### src/rtl/sm3_pkg.sv
// Shared types, constants and rotate/P1 helpers for the SM3 message expander.
package sm3_pkg;

  typedef logic [0:31] sm3_word_t;

  typedef enum logic [1:0] {
    IDLE,
    LOAD,
    EXPAND
  } sm3_exp_state_t;

  localparam int SM3_ROUNDS    = 64;
  localparam int SM3_MSG_WORDS = 16;

  // Bit 0 is the MSB, so rotating toward bit 0 is a numeric left rotate.
  function automatic sm3_word_t rotl32(input sm3_word_t x, input logic [4:0] n);
    return (x << n) | (x >> (6'd32 - {1'b0, n}));
  endfunction

  function automatic sm3_word_t p1(input sm3_word_t x);
    return x ^ rotl32(x, 5'd15) ^ rotl32(x, 5'd23);
  endfunction

endpackage

### src/rtl/sm3_msg_expander_if.sv
// Word-in / pair-out handshake bundle between the message source, the expander
// and the compression-round controller.
interface sm3_msg_expander_if;
  import sm3_pkg::*;

  logic       in_valid;
  logic       in_ready;
  sm3_word_t  in_word;
  logic       out_valid;
  logic       out_ready;
  sm3_word_t  out_w;
  sm3_word_t  out_wp;
  logic [5:0] out_idx;
  logic       out_last;

  modport slave (
    input  in_valid, in_word, out_ready,
    output in_ready, out_valid, out_w, out_wp, out_idx, out_last
  );

  modport master (
    output in_valid, in_word, out_ready,
    input  in_ready, out_valid, out_w, out_wp, out_idx, out_last
  );

endinterface

### src/rtl/sm3_p1.sv
// Combinational SM3 P1 permutation on one word.
module sm3_p1
  import sm3_pkg::*;
(
  input  sm3_word_t x,
  output sm3_word_t y
);

  assign y = p1(x);

endmodule

### src/rtl/sm3_msg_expander.sv
// SM3 message-expansion scheduler: 16 serial words in, 64 (W_j, W'_j) pairs out.
// Optional block/stall counters are built when SM3_EXP_PERF_EN is defined.
//
// state  | meaning
// IDLE   | waiting for word 0 of a new block
// LOAD   | shifting message words 1..15 into the window
// EXPAND | presenting pair idx, one feedback word generated per accepted beat
module sm3_msg_expander
  import sm3_pkg::*;
#(
  parameter int ROUNDS = 64,
  parameter int WORD_W = 32
) (
  input  logic              clk,
  input  logic              rst_n,
  input  logic              soft_clr,
  sm3_msg_expander_if.slave bus,
  output logic              busy
`ifdef SM3_EXP_PERF_EN
  ,
  output logic [15:0]       blk_cnt,
  output logic [15:0]       stall_cnt
`endif
);

  if (ROUNDS != SM3_ROUNDS) begin : g_bad_rounds
    $error("sm3_msg_expander: ROUNDS must be 64");
  end
  if (WORD_W != 32) begin : g_bad_word_w
    $error("sm3_msg_expander: WORD_W must be 32");
  end

  localparam int LAST_IDX = ROUNDS - 1;

  sm3_exp_state_t state, state_nxt;
  sm3_word_t      win [SM3_MSG_WORDS];
  logic [3:0]     load_cnt;
  logic [5:0]     idx;
  logic           in_rdy, out_vld;
  logic           in_acc, out_acc, last_idx;
  sm3_word_t      p1_in, p1_out, fb_word, shift_word;

  assign last_idx = (idx == LAST_IDX[5:0]);
  assign in_acc   = in_rdy & bus.in_valid;
  assign out_acc  = out_vld & bus.out_ready;

  always_ff @(posedge clk or negedge rst_n) begin
    if (!rst_n) state <= IDLE;
    else        state <= state_nxt;
  end

  always_comb begin
    state_nxt = state;
    in_rdy    = 1'b0;
    out_vld   = 1'b0;
    busy      = 1'b0;
    case (state)
      IDLE: begin
        in_rdy = 1'b1;
        if (bus.in_valid) state_nxt = LOAD;
      end
      LOAD: begin
        in_rdy = 1'b1;
        busy   = 1'b1;
        if (bus.in_valid && load_cnt == 4'd15) state_nxt = EXPAND;
      end
      EXPAND: begin
        out_vld = 1'b1;
        busy    = 1'b1;
        if (bus.out_ready && last_idx) state_nxt = IDLE;
      end
      default: state_nxt = IDLE;
    endcase
    if (soft_clr) state_nxt = IDLE;
  end

  // Window slot k holds W_(idx+k); the new slot 15 is W_(idx+16).
  assign p1_in = win[0] ^ win[7] ^ rotl32(win[13], 5'd15);

  sm3_p1 u_p1 (
    .x (p1_in),
    .y (p1_out)
  );

  assign fb_word    = p1_out ^ rotl32(win[3], 5'd7) ^ win[10];
  assign shift_word = in_rdy ? bus.in_word : fb_word;

  always_ff @(posedge clk or negedge rst_n) begin
    if (!rst_n) begin
      for (int k = 0; k < SM3_MSG_WORDS; k++) win[k] <= '0;
      load_cnt <= '0;
      idx      <= '0;
    end else if (soft_clr) begin
      load_cnt <= '0;
      idx      <= '0;
    end else if (in_acc || out_acc) begin
      for (int k = 0; k < SM3_MSG_WORDS - 1; k++) win[k] <= win[k+1];
      win[SM3_MSG_WORDS-1] <= shift_word;
      if (in_acc) begin
        load_cnt <= load_cnt + 4'd1;
        idx      <= '0;
      end else begin
        idx <= idx + 6'd1;
      end
    end
  end

  assign bus.in_ready  = in_rdy;
  assign bus.out_valid = out_vld;
  assign bus.out_w     = out_vld ? win[0] : '0;
  assign bus.out_wp    = out_vld ? (win[0] ^ win[4]) : '0;
  assign bus.out_idx   = idx;
  assign bus.out_last  = out_vld & last_idx;

`ifdef SM3_EXP_PERF_EN
  // Both counters survive soft_clr; only rst_n clears them.
  always_ff @(posedge clk or negedge rst_n) begin
    if (!rst_n) begin
      blk_cnt   <= '0;
      stall_cnt <= '0;
    end else begin
      if (out_acc && last_idx && !soft_clr) blk_cnt <= blk_cnt + 16'd1;
      if (out_vld && !bus.out_ready && stall_cnt != 16'hFFFF) stall_cnt <= stall_cnt + 16'd1;
    end
  end
`endif

endmodule

### src/flat_wrapper.sv
// flat-port wrapper written by rule: the top's interface ports become plain ports
module sm3_msg_expander_flat import sm3_pkg::*;
#(
  parameter int ROUNDS = 64,
  parameter int WORD_W = 32
)
  (clk, rst_n, soft_clr, busy, bus_in_valid, bus_in_word, bus_out_ready, bus_in_ready, bus_out_valid, bus_out_w, bus_out_wp, bus_out_idx, bus_out_last);
  sm3_msg_expander_if bus_i ();
  input  logic clk;
  input  logic rst_n;
  input  logic soft_clr;
  output logic busy;
  input wire logic [$bits(bus_i.in_valid)-1:0] bus_in_valid;
  input wire logic [$bits(bus_i.in_word)-1:0] bus_in_word;
  input wire logic [$bits(bus_i.out_ready)-1:0] bus_out_ready;
  output wire logic [$bits(bus_i.in_ready)-1:0] bus_in_ready;
  output wire logic [$bits(bus_i.out_valid)-1:0] bus_out_valid;
  output wire logic [$bits(bus_i.out_w)-1:0] bus_out_w;
  output wire logic [$bits(bus_i.out_wp)-1:0] bus_out_wp;
  output wire logic [$bits(bus_i.out_idx)-1:0] bus_out_idx;
  output wire logic [$bits(bus_i.out_last)-1:0] bus_out_last;
  assign bus_i.in_valid = bus_in_valid;
  assign bus_i.in_word = bus_in_word;
  assign bus_i.out_ready = bus_out_ready;
  assign bus_in_ready = bus_i.in_ready;
  assign bus_out_valid = bus_i.out_valid;
  assign bus_out_w = bus_i.out_w;
  assign bus_out_wp = bus_i.out_wp;
  assign bus_out_idx = bus_i.out_idx;
  assign bus_out_last = bus_i.out_last;
  sm3_msg_expander #(.ROUNDS(ROUNDS), .WORD_W(WORD_W)) u_core (.clk(clk), .rst_n(rst_n), .soft_clr(soft_clr), .bus(bus_i), .busy(busy));
endmodule
### config.mk
export PLATFORM = sky130hd
export DESIGN_NAME = sm3_msg_expander_flat
export DESIGN_NICKNAME = d
export VERILOG_FILES = /design/src/rtl/sm3_pkg.sv /design/src/rtl/sm3_msg_expander_if.sv /design/src/rtl/sm3_p1.sv /design/src/rtl/sm3_msg_expander.sv /design/src/flat_wrapper.sv
export SDC_FILE = /design/constraint.sdc
export NUM_CORES = 1
export LEC_CHECK = 0
export BUFFER_PORTS_ARGS = -buffer_cell sky130_fd_sc_hd__buf_2
export CAP_MARGIN = 0
export CORE_MARGIN = 1
export CORE_UTILIZATION = 61
export CTS_CLUSTER_DIAMETER = 30
export DETAILED_ROUTE_END_ITERATION = 6
export MAX_ROUTING_LAYER = met4
export PLACE_DENSITY = 0.79
export SYNTH_ARGS = -nofsm -noshare
export SYNTH_HDL_FRONTEND = slang
export SYNTH_SLANG_ARGS = --single-unit
### constraint.sdc
create_clock -name clk -period 2.4 [get_ports clk]
set_clock_uncertainty 0.15 [all_clocks]
set_input_delay 0.36 -clock clk [delete_from_list [all_inputs] [get_ports clk]]
set_output_delay 0.36 -clock clk [all_outputs]
set_load 0.01 [all_outputs]
==> flow_metrics.tcl <==
set metrics [dict create \
    p_per_area_nw_per_um2 1560 \
    vias_per_cell 5.69 \
    final_cell_mix "nand2_1 (1475), dfrtp_1 (523), xnor2_1 (129)" \
    cts_sinks 524 \
    setup_viol 18 \
    fillCellCount 2160 \
    relSlewSlack_pct 49.4 \
    numCtsBuffers 97 \
    fin_crit_sh_pct 102 \
    syn_area_um2 22800 \
    fin_crit_ns 2.44 \
    num_vias 18400 \
    hold_viol 0 \
    dpl_worst_slack_ns 0.103 \
    fp.dieW_um 195 \
    core_area_um2 36700 \
    die_area_um2 38100 \
    synth_top_area_share_pct 57.6 \
    hold_path.class "in2reg" \
    cts.htree.levels 3 \
    ios 111 \
    final-seq-area_um2 13100 \
    routed_wl_um 65400 \
    path_clk_slew_ns 0.05 \
    crit_required_ns 1.89 \
    regToRegSetupSlack_ns -0.02 \
    worstMarginPinSlew_ns 0.758 \
    instances_no_fill 3240 \
    worst_slack_ns -0.0437 \
    insertedDiodeCount 0 \
    final_common_cell "nand2_1" \
    violations "design-rule violations, negative setup slack" \
    cts_root_buf "clkbuf_16" \
    worstSetupStartpointType "register" \
    worstReg2RegEnd "u_core.win[283]" \
    crit_start "u_core.state[0]" \
    power_leakage_nw 15.5 \
    rsz0062_at_grt "true" \
    drt_iter0_drc 1826 \
    drtAntennaViolNets 0 \
    die_y_um 195 \
    irDropWorstVdd_mv 0.905 \
    rr_worst_depth 7 \
    cts_tree "built" \
    maxClockFrequency_mhz 409 \
    whs_ns 0.0405 \
    grt_pass1_vias 18600 \
    multi_input_area_um2 9050 \
    yosysTopAreaCell "dfrtp_1" \
    ys_warn_count 0 \
    power.total_w 0.0442 \
    area_delta_synth_final_pct 24.4 \
    ys_types 31 \
    start_util_pct 62.0 \
    worstPathMaxFanout 17 \
    ys_seq_area_share_pct 57.6 \
    insertion_delay_ns 0.63 \
    grt_max_degree 191 \
    crit_arrival_ns 1.93 \
    yosys-top-cells-area "dfrtp_1 (58%), nand2_1 (24%), xnor2_1 (5.0%), xnor3_1 (3.2%), buf_2 (2.4%)" \
    rows 70 \
    layout.nets 2731 \
    synth_nets 2549 \
    cp-end-kind "output port" \
    place_hpwl_um 37900 \
    drive_gt1_share_pct 14.4 \
    synth.ff_latch_count 524 \
    syn_avg_cell_area_um2 9.08 \
    maxSlewViolCount 0 \
    placed_area_um2 24100 \
    io_buffer_count 110 \
    cts_max_path_buffers 3 \
    final_cell_area_um2 28300 \
    grt.total_usage_pct 35.7 \
    status "complete, but fails checks" \
    dp_cells 3012 \
    path_class "reg2out" \
    antenna_found_initial 1 \
    place_congestion 0.891 \
    drc 8 \
    timing.critical_path.to "bus_out_w[30]" \
    grt_first_pass_wirelength_um 101000 \
    drt-wirelength-per-cell_um 20.2 \
    maxCapViolCount 0 \
    first_pass_iters 7 \
    postSynthCellCount 2506 \
    grt_remaining_overflow 0 \
    reg2reg_from "u_core.state[0]" \
]
## worst min-delay path by stage
| stage | startpoint | end | slack, ns | depth (start not counted) |
|---|---|---|---|---|
| after floorplan | rst_n | u_core.bus.out_idx[0] | -0.09 | 0 |
| after global placement | rst_n | u_core.win[484] | 0.20 | 1 |
| after detailed placement | rst_n | u_core.bus.out_idx[0] | 0.20 | 1 |
| after CTS | bus_in_word[19] | u_core.win[19] | 0.02 | 3 |
| after global routing | bus_in_word[27] | u_core.win[27] | 0.01 | 3 |
| final | bus_in_word[19] | u_core.win[19] | 0.04 | 3 |
## metal layers
layer / up-vias / GRT usage, % / share of wire, %
met3: 209 / 6.42 / 8.7
met1: 9159 / 44.8 / 38
met5: - / - / 0
li1: 8085 / - / -
met2: 978 / 57.1 / 49
met4: 0 / 15.6 / 4.4
## stage by stage
stage	TNS, ns	utilization (%)
5_1_grt	-10.55	77.2
2_1_floorplan	0	-
6_report	-0.311	77.2
3_3_place_gp	0	65.6
3_5_place_dp	0	65.6
4_1_cts	0	76.6
## logic make-up after synthesis
family	after synthesis	synth area share, %
AO/OA/AOI/OAI	50	2.20
adder cells (fa/ha/maj)	6	0.330
XOR/XNOR	197	9.52
flip-flops	524	57.6
AND/OR/NAND/NOR	1597	27.4
buffers and inverters	131	2.91
multiplexers	1	0.0440
## sequential cells by signal (all words and copies together) (netlist names)
register            count
u_core.state            2
u_core.win            512
u_core.load_cnt         4
u_core.bus.out_idx      6
## cells in the mapped netlist
cell,count
nand2_1,1475
dfrtp_1,524
xnor2_1,129
buf_2,107
and2_1,64
nand3_1,41
xor2_1,36
xnor3_1,32
o211ai_2,30
clkbuf_1,14
nor2_1,7
a21oi_1,6
ha_1,6
o21ai_0,6
buf_6,5
or3_1,4
buf_1,3
inv_1,2
nand4_1,2
o211ai_1,2
a21bo_2,1
a21o_1,1
a21oi_2,1
mux2i_1,1
nand2_2,1
nand2b_1,1
nor3_1,1
o21a_1,1
o21ai_2,1
o21bai_1,1
or2_1,1
## layout make-up
| class | count | share of cell area (%) |
|---|---|---|
| clock buffers | 119 | 9.36 |
| clock inverters | 64 | 3.32 |
| inverters | 2 | 0.0265 |
| multi-input cells | 1851 | 31.9 |
| flip-flops and latches | 524 | 46.3 |
| well taps | 468 | 2.07 |
| repair buffers | 212 | 6.96 |
## worst max-delay path: stages, from the launching register on
cell and delay [ns]:
dfrtp_2 0.43, inv_2 0.10, ha_4 0.26, clkbuf_16 0.23, and2_1 0.16, buf_2 0.13
## report_power, final
part | internal (W) | switching, W | total (W)
clock network | 0.00998 | 0.00489 | 0.0149
registers | 0.0122 | 0.00300 | 0.0152
logic | 0.00577 | 0.00844 | 0.0142
## timing repair
| action | in CTS | in global routing |
|---|---|---|
| setup endpoints to repair | 67 | 347 |
| hold buffers | 35 | 0 |
| cloned | 2 | 5 |
| gates resized for setup | 13 | 24 |
| pin swaps | 2 | 2 |
| endpoints found under the hold margin | 184 | 0 |
| buffers inserted | 2 | 1 |
No activity file was read; power rests on OpenSTA's default activity.
